$ cat src/rtl/led_share_arbiter.sv
// led_share_arbiter
//   Shares the four board LEDs between three requesters (0 = status,
//   1 = debug, 2 = user) and an idle pattern, normally the marquee/blink
//   engine output. Owners are chosen round-robin. Each grant is held for a
//   timed window and followed by a blank gap. All timing runs on a
//   millisecond-scale tick derived from pll_clk.
//
//   Ports
//     pll_clk      in   system clock
//     rst_sync     in   asynchronous, active-high reset
//     pll_locked   in   clock-valid qualifier; low forces IDLE with LEDs off
//     req[2:0]     in   level requests, req[i] belongs to requester i
//     req_pattern  in   requester i's pattern is bits [4i+3:4i]
//     idle_leds    in   pattern shown while nobody owns the LEDs
//     gnt[2:0]     out  one-hot grant, zero when there is no owner
//     done[2:0]    out  one-cycle pulse on bit i when requester i's hold expires
//     busy         out  high while in GRANT or GAP
//     leds[3:0]    out  registered LED drive
//
//   Handshake: a requester raises req[i] and holds it high. gnt[i] rises one
//   cycle after the arbiter samples it in IDLE. The owner keeps ownership
//   until its hold window expires (done[i] pulses) or until it drops req[i]
//   (early release, no done pulse). Requests from other requesters are
//   ignored during a grant. They are not lost as long as they stay high.
module led_share_arbiter #(
   parameter int TICK_DIV   = 200_000,
   parameter int HOLD_TICKS = 250,
   parameter int GAP_TICKS  = 2
) (
   input  logic        pll_clk,
   input  logic        rst_sync,
   input  logic        pll_locked,
   input  logic [2:0]  req,
   input  logic [11:0] req_pattern,
   input  logic [3:0]  idle_leds,
   output logic [2:0]  gnt,
   output logic [2:0]  done,
   output logic        busy,
   output logic [3:0]  leds
);

   localparam int TW = $clog2(TICK_DIV);
   localparam int HW = $clog2(HOLD_TICKS + 1);
   localparam int GW = (GAP_TICKS > 0) ? $clog2(GAP_TICKS + 1) : 1;

   localparam logic [TW-1:0] TICK_LAST = TW'(TICK_DIV - 1);
   localparam logic [HW-1:0] HOLD_LAST = HW'(HOLD_TICKS - 1);
   localparam logic [GW-1:0] GAP_LAST  = (GAP_TICKS > 0) ? GW'(GAP_TICKS - 1) : '0;

   typedef enum logic [1:0] {
      ST_IDLE  = 2'd0,
      ST_GRANT = 2'd1,
      ST_GAP   = 2'd2
   } state_e;

   state_e          state_q,    state_d;
   logic [2:0]      gnt_q,      gnt_d;
   logic [2:0]      done_q,     done_d;
   logic            busy_q,     busy_d;
   logic [3:0]      leds_q,     leds_d;
   logic [TW-1:0]   tick_cnt_q, tick_cnt_d;
   logic [HW-1:0]   hold_cnt_q, hold_cnt_d;
   logic [GW-1:0]   gap_cnt_q,  gap_cnt_d;
   logic [1:0]      rr_last_q,  rr_last_d;

   logic            tick;
   logic [1:0]      cand1, cand2, win;

   function automatic logic [1:0] next_idx(input logic [1:0] i);
      return (i == 2'd2) ? 2'd0 : i + 2'd1;
   endfunction

   assign tick = (tick_cnt_q == TICK_LAST);

   // Search order starts just after the last winner, so the last winner
   // is considered only when nobody else is requesting.
   always_comb begin
      cand1 = next_idx(rr_last_q);
      cand2 = next_idx(cand1);
      if (req[cand1])      win = cand1;
      else if (req[cand2]) win = cand2;
      else                 win = rr_last_q;
   end

   always_comb begin
      state_d    = state_q;
      gnt_d      = gnt_q;
      done_d     = '0;
      busy_d     = busy_q;
      leds_d     = leds_q;
      tick_cnt_d = tick ? '0 : tick_cnt_q + 1'b1;
      hold_cnt_d = hold_cnt_q;
      gap_cnt_d  = gap_cnt_q;
      rr_last_d  = rr_last_q;

      if (!pll_locked) begin
         // Losing lock abandons any grant silently. rr_last is kept, so
         // fairness survives the outage.
         state_d    = ST_IDLE;
         gnt_d      = '0;
         busy_d     = 1'b0;
         leds_d     = '0;
         tick_cnt_d = '0;
         hold_cnt_d = '0;
         gap_cnt_d  = '0;
      end else begin
         case (state_q)
            ST_IDLE: begin
               leds_d = idle_leds;
               if (req != 3'b000) begin
                  state_d    = ST_GRANT;
                  gnt_d      = 3'b001 << win;
                  // The pattern is captured here. leds_q then holds it for
                  // the whole grant, whatever the source does afterwards.
                  leds_d     = req_pattern[{win, 2'b00} +: 4];
                  busy_d     = 1'b1;
                  rr_last_d  = win;
                  tick_cnt_d = '0;
                  hold_cnt_d = '0;
               end
            end

            ST_GRANT: begin
               if (tick) hold_cnt_d = hold_cnt_q + 1'b1;
               // Expiry is tested first, so a release on the final cycle
               // still produces the done pulse.
               if (tick && (hold_cnt_q == HOLD_LAST)) begin
                  state_d    = ST_GAP;
                  gnt_d      = '0;
                  done_d     = gnt_q;
                  leds_d     = '0;
                  tick_cnt_d = '0;
                  gap_cnt_d  = '0;
               end else if ((req & gnt_q) == 3'b000) begin
                  state_d    = ST_GAP;
                  gnt_d      = '0;
                  leds_d     = '0;
                  tick_cnt_d = '0;
                  gap_cnt_d  = '0;
               end
            end

            ST_GAP: begin
               if (tick) gap_cnt_d = gap_cnt_q + 1'b1;
               // A zero-length gap still spends one cycle dark.
               if ((GAP_TICKS == 0) || (tick && (gap_cnt_q == GAP_LAST))) begin
                  state_d = ST_IDLE;
                  busy_d  = 1'b0;
                  leds_d  = idle_leds;
               end
            end

            default: begin
               state_d = ST_IDLE;
               gnt_d   = '0;
               busy_d  = 1'b0;
               leds_d  = '0;
            end
         endcase
      end
   end

   always_ff @(posedge pll_clk or posedge rst_sync) begin
      if (rst_sync) begin
         state_q    <= ST_IDLE;
         gnt_q      <= '0;
         done_q     <= '0;
         busy_q     <= 1'b0;
         leds_q     <= '0;
         tick_cnt_q <= '0;
         hold_cnt_q <= '0;
         gap_cnt_q  <= '0;
         rr_last_q  <= 2'd2;
      end else begin
         state_q    <= state_d;
         gnt_q      <= gnt_d;
         done_q     <= done_d;
         busy_q     <= busy_d;
         leds_q     <= leds_d;
         tick_cnt_q <= tick_cnt_d;
         hold_cnt_q <= hold_cnt_d;
         gap_cnt_q  <= gap_cnt_d;
         rr_last_q  <= rr_last_d;
      end
   end

   assign gnt  = gnt_q;
   assign done = done_q;
   assign busy = busy_q;
   assign leds = leds_q;

endmodule
$ cat config.mk
export PLATFORM = sky130hd
export DESIGN_NAME = led_share_arbiter
export DESIGN_NICKNAME = d
export VERILOG_FILES = /design/src/rtl/led_share_arbiter.sv
export SDC_FILE = /design/constraint.sdc
export NUM_CORES = 1
export LEC_CHECK = 0
export ABC_AREA = 1
export CORE_ASPECT_RATIO = 0.9
export CORE_UTILIZATION = 55
export DETAILED_ROUTE_END_ITERATION = 8
export GPL_ROUTABILITY_DRIVEN = 0
export PLACE_DENSITY = 0.78
export SYNTH_ARGS = -nofsm -noshare
export SYNTH_HDL_FRONTEND = slang
export SYNTH_SLANG_ARGS = --single-unit
$ cat constraint.sdc
create_clock -name pll_clk -period 2.2 [get_ports pll_clk]
set_input_delay 0.22 -clock pll_clk [delete_from_list [all_inputs] [get_ports pll_clk]]
set_output_delay 0.22 -clock pll_clk [all_outputs]
set_load 0.01 [all_outputs]
==> impl_metrics.py, run 1 <==
metrics = {
    "worst_setup_path": {
        "crit_path_start_kind": "flip-flop",
        "arrival_ns": 2.09,
        "required_ns": 2.43,
        "critPathCaptureType": "flip-flop",
        "worstReg2RegEnd": "leds[3]",
        "r2r_cells": 11,
        "worstPathMaxFanout": 5,
        "crit_type": "reg -> reg",
        "ff2ff_setup_slack_ns": 0.34,
        "rr_startpoint": "tick_cnt_q[0]",
    },
    "power": {
        "power_frac_seq_pct": 39.1,
        "intPower_mw": 1.552,
        "finalPower_mw": 2.583,
        "p_leak_nw": 1.409,
        "ir_drop_v": 0.0006104,
        "power_frac_comb_pct": 41.2,
        "p_per_area_nw_per_um2": 842.5,
        "swShare_pct": 39.90,
        "switchingPower_mw": 1.030,
        "pwr-share-clk_pct": 19.7,
    },
    "drt": {
        "drc_errors": 0,
        "drt-total-wl_um": 5386,
        "drtIter0Drc": 169,
        "drtAntennaViolNets": 0,
        "vias": 2191,
        "drt_first_pass_iters": 4,
        "wl_per_cell_um": 12.53,
        "via_per_inst": 5.095,
    },
    "logic_synthesis": {
        "post_synth_inst_count": 331,
        "yosys_warnings": 0,
        "synth-edff-count": 0,
        "synth_fp_nets": 357,
        "synth_seq_cells": 43,
        "async_reset_ff_share_pct": 100.0,
        "synth_area_sq_um": 2602,
        "ys.flop_type": "dfrtp_1",
        "syn_area_per_cell_sq_um": 7.863,
        "ys_seq_area_share_pct": 41.39,
        "ys_types": 46,
    },
    "global_route": {
        "grt_pass1_wl_um": 9273,
        "overflow": 0,
        "antenna_found_initial": 0,
        "grt_use_total_pct": 24.87,
        "grt_start_max_net_pins": 44,
        "grt_pass1_vias": 2056,
    },
    "timing": {
        "drv_slew": 0,
        "tns_ns": 0,
        "fin_skew_ns": 0.003830,
        "setup_viol": 0,
        "max_freq_mhz": 537.3,
        "finalHoldViolations": 0,
        "fin_crit_sh_pct": 84.59,
        "rsz0062_at_grt": "false",
        "min_period_ns": 1.861,
        "max_slew_margin_pct": 63.98,
        "max_slew.worst_pin.slew_ns": 0.5402,
    },
    "floorplan": {
        "core_sq_um": 4489,
        "die_area_sq_um": 5012,
        "die_w_um": 74.51,
        "die_h_um": 67.26,
        "start_util_pct": 57.97,
        "pin_count": 33,
        "std_cell_rows": 23,
    },
    "job": {
        "drv_cap": 0,
    },
    "clock_tree": {
        "cts_tree": "done",
        "htreeDepth": 2,
        "clkLatencyLatePin_ns": 0.29,
        "ctsHoldBuffers": 0,
        "post_cts_resized": 0,
        "cts.sinks": 43,
        "clk_pin_slew_worst_paths_ns": 0.08,
        "clockBufferDepth": 2,
        "root_buffer": "clkbuf_8",
        "postCtsSetupBuffers": 0,
        "cts_buffers": 5,
    },
    "finish": {
        "syn_to_final_growth_pct": 17.79,
        "fin_nets": 394,
        "diodes": 0,
        "final_common_cell": "nand2_1",
        "n_fill_cell": 385,
        "final_layout_size_suffix_gt1_share_pct": 16.30,
        "final_area_sq_um": 3065,
        "final_cell_mix": "nand2_1 (92), dfrtp_1 (42), nor2_1 (33), clkdlybuf4s50_1 (32), inv_1 (31)",
    },
    "place": {
        "dp_hpwl_um": 4142,
        "placed_area_sq_um": 2978,
        "port_buffers": 32,
    },
    "run_status": {
        "status": "finished clean",
    },
    "min_path": {
        "min_path_type": "in -> async",
    },
}
[critical path, cell delays in order (launching register included)]
cell	delay, ns
dfrtp_1	0.39
ha_1	0.23
nand4_2	0.16
nor2_1	0.21
nand3_2	0.14
inv_4	0.13
nand2_4	0.08
nand3_4	0.11
nand2_4	0.09
nor2_4	0.12
nand2_1	0.08
nand2_1	0.06
[layer usage]
layer | track usage (%) | vias up | part of all wire, %
met5 | 0 | - | 0
met4 | 9.198 | 0 | 0.97
met3 | 4.478 | 4 | 3.1
met2 | 37.84 | 32 | 46
met1 | 35.32 | 1020 | 50
li1 | - | 1135 | -
[synthesized netlist by cell type, drive strengths merged (2+ instances only)]
library cell | instances | area [sq um]
dfrtp | 42 | 1051
o21ai | 14 | 85.08
buf | 3 | 30.03
ha | 4 | 50.05
nor3 | 10 | 55.05
nand4 | 10 | 68.81
nand2 | 103 | 434.2
nor2 | 46 | 244.0
o31ai | 2 | 15.01
xor2 | 5 | 43.79
nand3 | 22 | 142.6
or2 | 3 | 18.77
a21oi | 10 | 53.80
inv | 41 | 156.4
[sequential cells by signal, indices dropped and copies added, names as in the netlist]
signal      flops
busy            1
done            3
gap_cnt_q       2
gnt             3
hold_cnt_q      8
leds            4
rr_last_q       2
state_q         2
tick_cnt_q     18
[per-stage QoR]
| step | setup WS (ns) | hold slack, ns | utilization (%) | cells |
|---|---|---|---|---|
| 4_1_cts | 0.3245 | 0.3833 | 68.28 | 430 |
| 3_3_place_gp | 0.2037 | 0.4665 | 66.33 | 423 |
| 5_1_grt | 0.1504 | 0.4366 | 68.28 | 430 |
| 6_report | 0.3389 | 0.3665 | 68.28 | 430 |
| 3_5_place_dp | 0.2031 | 0.4668 | 66.33 | 423 |
| 2_1_floorplan | 0.5768 | 0.3669 | - | 331 |
[logic make-up (layout without fill, tap and decap cells)]
family,after synthesis,after routing,share of synthesized area (%)
buffers and inverters,46,83,7.981
adder cells (fa/ha/maj),4,4,1.923
XOR/XNOR,6,6,2.019
flip-flops,43,43,41.39
AO/OA/AOI/OAI,33,33,8.173
AND/OR/NAND/NOR,199,199,38.51
[final cells by class]
type / count / area (sq um) / share of cell area, %
clock buffer: 6 / 82.58 / 2.694
clock inverter: 1 / 5.005 / 0.1633
inverter: 43 / 177.7 / 5.796
multi-input combinational: 242 / 1318 / 42.98
sequential: 43 / 1077 / 35.14
tap: 62 / 77.57 / 2.531
timing repair buffer: 33 / 327.8 / 10.69
[how the worst max path moves through the flow]
stage	from	endpoint	slack, ns	cells past startpoint
5_1_grt	tick_cnt_q[0]	leds[3]	0.15	11
4_1_cts	tick_cnt_q[0]	leds[3]	0.32	11
3_5_place_dp	req[1]	tick_cnt_q[11]	0.20	11
2_1_floorplan	tick_cnt_q[0]	tick_cnt_q[16]	0.58	10
6_report	tick_cnt_q[0]	leds[3]	0.34	11
3_3_place_gp	req[1]	tick_cnt_q[11]	0.20	11
[power groups by stage]
| stage | Combinational [mW] | Sequential, mW | Clock [mW] |
|---|---|---|---|
| finish | 1.06 | 1.01 | 0.509 |
| global route | 1.22 | 1.02 | 0.560 |
| CTS | 1.07 | 1.01 | 0.525 |
| detailed placement | 1.06 | 1.02 | 0 |
| global placement | 1.04 | 1.02 | 0 |
| floorplan | 0.768 | 1.03 | 0 |
Note: power is estimated with default switching activity, not from simulation.
==> inputs of run 2 (changes only) <==
- CORE_UTILIZATION: 55 -> 50
- PLACE_DENSITY: 0.78 -> 0.75
- clock period: 2.2 -> 1.5 ns (I/O delays scaled with it)
==> run 2 against run 1 <==
  * The run now ends with negative setup slack left
  * Cell count grew 20%
  * Wire length rose by 54%
  * Cell area rose by 33%
  * Total power grew 99%
  * Non-clock buffer count increased by 79
  * Sequential share of layout area decreased by 8.8 points
  * Worst hold slack worse by 0.28 ns
  * Utilization grew 15 points
  * Critical endpoint is now leds[0]
  * Highest routed layer unchanged
==> impl_metrics.py, run 2 (synthesized netlist as in run 1, its figures left out) <==
metrics = {
    "finish": {
        "final_cell_mix": "nand2_1 (72), buf_4 (61), dfrtp_1 (42), clkdlybuf4s50_1 (30), inv_1 (29)",
        "final_common_cell": "nand2_1",
        "final_area_sq_um": 4090,
        "syn_to_final_growth_pct": 57.16,
        "largest_reg_flops": 18,
        "final_layout_size_suffix_gt1_share_pct": 43.65,
        "top_register": "tick_cnt_q",
        "diodes": 0,
        "fin_nets": 474,
    },
    "clock_tree": {
        "htreeDepth": 2,
        "cts_buffers": 5,
        "cts_tree": "done",
        "cts.sinks": 43,
        "clkLatencyLatePin_ns": 0.30,
        "root_buffer": "clkbuf_8",
        "clockBufferDepth": 2,
        "clk_pin_slew_worst_paths_ns": 0.08,
    },
    "worst_setup_path": {
        "critPathCaptureType": "flip-flop",
        "crit_path_start_kind": "flip-flop",
        "cp_num_buf_inv": 2,
        "crit_type": "reg -> reg",
        "rr_startpoint": "rr_last_q[1]",
        "cp_cell_sequence": "inv_4 > nand3_2 > nand2_2 > nor2_4 > nand2_2 > nand2_4 > buf_6 > nand2_2 > nand2_2 > nand4_1 > nand2_1 > nand2_1 > nand2_1",
        "arrival_ns": 2.04,
        "crit_top_cell": "nand2_2",
        "cpPeakStageDelay_ns": 0.64,
        "crit_slowest_cell": "dfstp_2",
        "worstPathMaxFanout": 7,
        "required_ns": 1.74,
        "r2r_cells": 13,
        "ff2ff_setup_slack_ns": -0.30,
        "cpLargestDelayFamily": "simple AND/OR/NAND/NOR gates",
        "worstReg2RegEnd": "leds[0]",
    },
    "place": {
        "dp_slack_ns": -0.3043,
        "port_buffers": 32,
        "placed_area_sq_um": 3498,
        "dp_hpwl_um": 4855,
    },
    "drt": {
        "drtAntennaViolNets": 0,
        "via_per_inst": 5.280,
        "wirelength_met1_um": 3400,
        "vias": 2714,
        "wl_per_cell_um": 16.14,
        "drt_first_pass_iters": 5,
        "wl_met3_um": 309,
        "top_layer": "met4",
        "drt-total-wl_um": 8297,
        "dr_wl_met2_um": 4499,
        "drtIter0Drc": 130,
        "drc_errors": 0,
    },
    "global_route": {
        "overflow": 0,
        "grt_start_max_net_pins": 15,
        "grt_pass1_vias": 2626,
        "antenna_found_initial": 0,
        "grt_pass1_wl_um": 11780,
        "grt_use_total_pct": 27.34,
    },
    "job": {
        "drv_cap": 0,
    },
    "floorplan": {
        "std_cell_rows": 24,
        "start_util_pct": 52.85,
        "die_area_sq_um": 5498,
        "core_sq_um": 4925,
        "pin_count": 33,
        "die_w_um": 78.05,
        "die_h_um": 70.45,
    },
    "power": {
        "swShare_pct": 41.90,
        "power_frac_comb_pct": 56.5,
        "ir_drop_v": 0.001552,
        "switchingPower_mw": 2.149,
        "p_per_area_nw_per_um2": 1254,
        "pwr-share-clk_pct": 14.3,
        "intPower_mw": 2.980,
        "p_leak_nw": 1.961,
        "power_frac_seq_pct": 29.2,
    },
    "timing": {
        "rsz0062_at_grt": "true",
        "max_slew_margin_pct": 70.77,
        "drv_slew": 0,
        "setup_viol": 38,
        "fin_skew_ns": 0.007762,
        "min_period_ns": 1.800,
        "worst_slack_ns": -0.3004,
        "fin_crit_sh_pct": 120.0,
        "max_freq_mhz": 555.4,
        "max_slew.worst_pin.slew_ns": 0.4351,
        "worst_hold_slack_ns": 0.08734,
        "finalHoldViolations": 0,
    },
    "run_status": {
        "status": "finished with violations",
        "violations": "negative setup slack",
    },
    "min_path": {
        "min_path_type": "in -> async",
    },
}
-- run 2: worst register-to-register path: cells and delay by family, from the launching register on --
family | cells | cell delay [ns]
buffers and inverters | 2 | 0.19
AND/OR/NAND/NOR | 11 | 0.92
flip-flops | 1 | 0.64
-- run 2: how the worst max path moves through the flow --
stage,cells past startpoint,to,slack (ns),startpoint
after floorplan,8,tick_cnt_q[14],-0.05,tick_cnt_q[0]
final,13,leds[0],-0.30,rr_last_q[1]
after CTS,12,leds[3],-0.19,rr_last_q[1]
after global routing,13,leds[0],-0.42,rr_last_q[1]
after global placement,11,leds[0],-0.25,req[0]
after detailed placement,12,leds[0],-0.30,req[1]
-- run 2: final cells by class --
cell class | count | area [sq um]
repair buffers | 112 | 1006
clock buffers | 7 | 76.32
fillers | 282 | 834.6
inverters | 43 | 188.9
clock inverters | 1 | 5.005
flip-flops and latches | 43 | 1077
repair inverters | 1 | 7.507
multi-input cells | 242 | 1648
well taps | 65 | 81.33
-- run 2: power groups by stage --
| stage | clock (mW) | combinational, mW | sequential, mW |
|---|---|---|---|
| after floorplan | 0 | 1.13 | 1.51 |
| final | 0.735 | 2.90 | 1.50 |
| after CTS | 0.728 | 2.27 | 1.46 |
| after global routing | 0.778 | 3.10 | 1.52 |
| after detailed placement | 0 | 2.03 | 1.48 |
| after global placement | 0 | 1.97 | 1.48 |
-- run 2: per-stage QoR --
step	power (mW)	setup TNS [ns]	utilization, %	cells
after floorplan	2.640	-0.2969	-	331
after global placement	3.451	-4.881	71.04	489
after detailed placement	3.503	-6.249	71.04	489
after CTS	4.467	-3.037	77.11	505
after global routing	5.392	-7.181	83.05	514
final	5.130	-4.249	83.05	514
-- run 2: layer usage --
metal | up-vias | track usage (%)
met5 | - | 0
met4 | 0 | 5.967
met3 | 10 | 5.359
met2 | 64 | 47.47
met1 | 1341 | 35.09
li1 | 1299 | -
-- run 2: timing repair --
item / CTS / global route
resized for setup: 46 / 61
gates cloned: 1 / 0
hold buffers: 0 / 0
setup buffers: 7 / 10
pin swaps: 9 / 33
setup endpoints to repair: 37 / 44
==> RTL change 1 (settings of run 1) <==
`GAP_TICKS`: 2 -> 4.
--- a/src/rtl/led_share_arbiter.sv
+++ b/src/rtl/led_share_arbiter.sv
@@ -25,7 +25,7 @@
 module led_share_arbiter #(
    parameter int TICK_DIV   = 200_000,
    parameter int HOLD_TICKS = 250,
-   parameter int GAP_TICKS  = 2
+   parameter int GAP_TICKS  = 4
 ) (
    input  logic        pll_clk,
    input  logic        rst_sync,
Check against the original RTL: same outputs for any inputs over 10 cycles, from zero or initial values and one cycle with rst_sync high; that may be too few to reach the edited logic, so the function may still have changed.
==> RTL change 1 against run 1 <==
Power grew 4.6%. Synthesized area grew 0.67%. Global-route usage grew 0.22 points. Sequential cell count grew 1. Routed wire length grew 2.3%. Critical path depth shrank 1. Clock power grew 30%. Cell area grew 2.8%. Worst setup slack gained 0.032 ns. Via count grew 2.3%. First-iteration DRC count shrank 10%. Maximum frequency grew 1.7%.
==> RTL change 1: results (changes against run 1) <==
Global routing
  – Maximum number of pins on one net before global-route repair: 31 (was 44)
  – Global-route total usage across every layer: 25.1% (was 24.9%)
  – Via count of the first global-routing pass: 2139 (was 2056)
  – Number of antenna violations at the first check in global routing: 0 (unchanged)
  – Global-route wire length before repair: 9560 um (was 9270 um)

CTS
  – Later-pin clock latency in the skew report: 0.31 ns (was 0.29 ns)
  – Worst-case clock buffer depth: 2 (unchanged)
  – Clock-pin transition on the worst setup and hold timing paths: roughly 0.090 ns
  – # H-tree levels: 2 (unchanged)

Timing
  – Setup Skew: 0.0102 ns (was 0.00383 ns)
  – Slew at the pin with the worst max-slew slack: 0.571 ns (was 0.540 ns)
  – Shortest period the worst path allows: 1.83 ns (was 1.86 ns)

Yosys
  – Part of the Yosys area used for sequential elements: 42.1% (was 41.4%)
  – Most instantiated cells after synthesis: nand2_1 (93), dfrtp_1 (43), inv_1 (41) (was nand2_1 (92), dfrtp_1 (42), nor2_1 (33))
  – Ys Warns: 0 (unchanged)
  – Prevailing post-synth register cell: dfrtp_1 (unchanged)
  – Most used standard cell by instance count after synthesis: nand2_1 (unchanged)
  – Number of distinct library cells after synthesis: 40 (was 46)
  – Synth top area cells: dfrtp_1 (41%), nand2_1 (13%), inv_1 (5.9%) (was dfrtp_1 (40%), nand2_1 (13%), nor2_1 (4.8%))
  – Post-Syn Nets: 364 (was 357)

Power
  – Worst ir drop on vdd: 0.673 mV (was 0.610 mV)
  – Leakage: 1.45 nW (was 1.41 nW)

Final layout
  – Ratio of cells with drive above 1 in the final layout: 15.4% (was 16.3%)
  – Final nets: 403 (was 394)
  – Final-layout fill cell count: 412 (was 385)

Placed design
  – DP Worst Slack: 0.189 ns (was 0.203 ns)
  – HPWL reported at the end of detailed placement: 4290 um (was 4140 um)
  – Port buffer count: 32 (unchanged)

Critical path
  – Critical path's top delay family: simple AND/OR/NAND/NOR gates (unchanged)
  – R2R setup slack: 0.37 ns (was 0.34 ns)
  – Slowest cell on the critical path: dfrtp_1 (unchanged)
  – Biggest cell delay along the critical path: 0.40 ns
  – Worst Path Arrival: 2.01 ns (was 2.09 ns)

Status
  – Result of the run: finished clean (unchanged)

Route
  – Total Wirelength: 5510 um (was 5390 um)
  – Number of violations reported at the end of detailed-routing iteration 0: 152 (was 169)
  – Via count: 2241 (was 2191)

Min path
  – Hold Path Class: input pin to asynchronous set/reset pin (unchanged)
[RTL change 1: logic make-up (layout without fill, tap and decap cells)]
group	Yosys count	count (layout)	share of synthesized area (%)
adders and majority gates	5	5	2.39
xor gates and xnor gates	5	5	1.67
and+or+nand+nor	201	201	38.7
AOI/OAI and AO/OA	33	33	7.69
DFF	44	44	42.1
buffers and inverters	49	89	7.45
[RTL change 1: final timing paths]
kind | startpoint | endpoint | cells after the start
max | tick_cnt_q[0] | gnt[0] | 10
min | rst_sync | tick_cnt_q[17] | 2
max reg2reg | tick_cnt_q[0] | gnt[0] | 10
min reg2reg | tick_cnt_q[0] | tick_cnt_q[0] | 1
max in group asynchronous | rst_sync | rr_last_q[1] | 3
min in group pll_clk | tick_cnt_q[0] | tick_cnt_q[0] | 1
[RTL change 1: final cells by class]
cell class	count	share of cell area (%)
clock buffers	6	2.62
clock inverters	2	1.23
inverters	47	5.68
multi-input cells	244	42.0
flip-flops and latches	44	35.0
well taps	62	2.46
repair buffers	34	11.0
[RTL change 1: stage by stage]
step | area (sq um) | instances | hold WS [ns]
3_5_place_dp | 3030 | 431 | 0.480
3_3_place_gp | 3030 | 431 | 0.468
4_1_cts | 3150 | 439 | 0.210
5_1_grt | 3150 | 439 | 0.250
2_1_floorplan | 2620 | 337 | 0.418
6_report | 3150 | 439 | 0.198
[RTL change 1: per-layer routing]
layer | vias to the layer above | global-route usage, % | wire length, um
met2 | 37 | 40.5 | 2660
met1 | 1044 | 34.6 | 2640
met4 | 0 | 6.37 | 50
li1 | 1156 | - | -
met5 | - | 0 | 0
met3 | 4 | 4.93 | 160
[RTL change 1: power by group]
| group | internal (mW) | switching [mW] |
|---|---|---|
| combinational | 0.390 | 0.637 |
| sequential | 0.916 | 0.0953 |
| clock | 0.372 | 0.292 |
==> RTL change 2 (flow settings as in run 1) <==
Made on the original files. Reset style: synchronous (`rst_sync`), changed in one clocked block. Comments in the files are not updated.
--- a/src/rtl/led_share_arbiter.sv
+++ b/src/rtl/led_share_arbiter.sv
@@ -160,7 +160,7 @@
       end
    end
 
-   always_ff @(posedge pll_clk or posedge rst_sync) begin
+   always_ff @(posedge pll_clk) begin
       if (rst_sync) begin
          state_q    <= ST_IDLE;
          gnt_q      <= '0;
Behaviour: differs if rst_sync is asserted again (counterexample within 4 cycles, from zero or initial values and one cycle with rst_sync high); with rst_sync held inactive, the same outputs for 4 cycles.
==> RTL change 2 against run 1 <==
Hold slack improved by 0.087 ns. Worst setup slack better by 0.11 ns. Via count rose by 4.0%. Synthesized area down 7.7%. Routed wire length decreased by 9.7%. Sequential cell count stayed put. Sequential share of layout area down 4.9 points. Die area shrank 7.5%. Utilization grew 0.69 points. Cell area down 7.1%. Critical path type unchanged.
Power is not compared: it rests on default switching activity, and its combinational part moved more than twofold at a synthesized area within 25%.
==> RTL change 2: results (changes against run 1) <==
Status
  – Result of the run: finished clean (unchanged)

Critical path
  – Source of the worst register-to-register timing path: tick_cnt_q[0] (unchanged)
  – R2R setup slack: 0.45 ns (was 0.34 ns)
  – Worst Reg2Reg Path Length in Cells: 8 (was 11)
  – Largest fanout of any net on the critical path: 10 (was 5)
  – Worst Path Arrival: 1.93 ns (was 2.09 ns)
  – R2R Path End: hold_cnt_q[0] (was leds[3])

Min path
  – Hold Path Class: register to register (was input pin to asynchronous set/reset pin)

Yosys
  – Fraction of synthesized cell area in xor and xnor cells: 3.65% (was 2.02%)
  – Adder-cell area share of the yosys netlist: 2.08% (was 1.92%)
  – Compound-cell area share of the yosys netlist: 8.33% (was 8.17%)
  – Synth top area cells: dfxtp_1 (36%), nand2_1 (14%), nor2_1 (8.8%) (was dfrtp_1 (40%), nand2_1 (13%), nor2_1 (4.8%))
  – Async SR Flop Fraction: 0% (was 100%)
  – Post-Syn Nets: 393 (was 357)
  – Part of the Yosys area used for sequential elements: 35.8% (was 41.4%)
  – Prevailing post-synth register cell: dfxtp_1 (was dfrtp_1)
  – Number of distinct library cells after synthesis: 29 (was 46)

Placed design
  – HPWL reported at the end of detailed placement: 3840 um (was 4140 um)

Route
  – Number of violations reported at the end of detailed-routing iteration 0: 175 (was 169)
  – Routed wire per std cell: 10.8 um (was 12.5 um)
  – Via count: 2279 (was 2191)

Global routing
  – Via count of the first global-routing pass: 1941 (was 2056)
  – Global-route total usage across every layer: 22.3% (was 24.9%)
  – Maximum number of pins on one net before global-route repair: 16 (was 44)
  – Global-route wire length before repair: 8270 um (was 9270 um)

Final layout
  – Final nets: 429 (was 394)
  – Diodes inserted: 0 (unchanged)
  – Final-layout fill cell count: 376 (was 385)
  – Reg with most FFs: tick_cnt_q (unchanged)
  – Flip-flop count of the largest register, all copies and words added: 18 (unchanged)
  – Ratio of cells with drive above 1 in the final layout: 6.93% (was 16.3%)

CTS
  – Worst-case clock buffer depth: 2 (unchanged)
  – Number of resized instances in the post-cts repair step: 0 (unchanged)

Timing
  – Setup Skew: 0.0131 ns (was 0.00383 ns)
  – Max-Slew Margin vs Limit: 71.2% (was 64.0%)
-- RTL change 2: cell count changes after synthesis, sizes merged, moves of 8 or more --
cell and change:
nor2 +16, nand2 -8, dfxtp +43, a21oi +13, dfrtp -42, inv +18
-- RTL change 2: critical path, stage by stage (launching register included) --
cell and delay [ns]:
dfxtp_1 0.36, ha_1 0.22, nand4_1 0.18, inv_1 0.15
nand2_1 0.13, o21ai_4 0.27, inv_2 0.13, nor2_1 0.13
nor2_1 0.06
-- RTL change 2: per-layer routing --
layer,GRT usage (%),wire length (um),vias up
met3,4.35,183,6
met5,0,0,-
met2,36.1,2160,44
li1,-,-,1221
met1,30.2,2480,1008
met4,6.37,47,0
-- RTL change 2: cell type report --
type,count,share of cell area (%)
flip-flops and latches,43,30.2
inverters,59,7.78
clock inverters,2,0.439
multi-input cells,261,45.4
clock buffers,6,2.55
well taps,48,2.11
repair buffers,33,11.5
-- RTL change 2: worst max path at each step --
stage	start	to	slack, ns
finish	tick_cnt_q[0]	hold_cnt_q[0]	0.45
global route	hold_cnt_q[0]	leds[2]	0.17
CTS	tick_cnt_q[0]	hold_cnt_q[0]	0.45
detailed placement	req[1]	tick_cnt_q[3]	0.22
global placement	req[1]	tick_cnt_q[3]	0.28
floorplan	tick_cnt_q[0]	hold_cnt_q[1]	0.75
-- RTL change 2: logic make-up (layout without fill, tap and decap cells) --
group | after synthesis | in the layout
simple gates | 211 | 211
buf+inv | 63 | 100
flops | 43 | 43
compound gates | 36 | 36
xor+xnor | 10 | 10
fa+ha+maj | 4 | 4
-- RTL change 2: power by group through the flow --
| stage | clock network [mW] | logic [mW] | registers, mW |
|---|---|---|---|
| 3_3_place_gp | 0 | 0.258 | 0.829 |
| 6_report | 0.482 | 0.261 | 0.811 |
| 2_1_floorplan | 0 | 0.159 | 0.832 |
| 5_1_grt | 0.530 | 0.293 | 0.814 |
| 3_5_place_dp | 0 | 0.260 | 0.829 |
| 4_1_cts | 0.494 | 0.261 | 0.811 |
-- RTL change 2: metrics by stage --
| step | hold WS (ns) | cells | instance area (sq um) |
|---|---|---|---|
| finish | 0.453 | 452 | 2850 |
| detailed placement | 0.438 | 444 | 2760 |
| CTS | 0.458 | 452 | 2850 |
| floorplan | 0.320 | 367 | 2400 |
| global route | 0.473 | 452 | 2850 |
| global placement | 0.434 | 444 | 2760 |
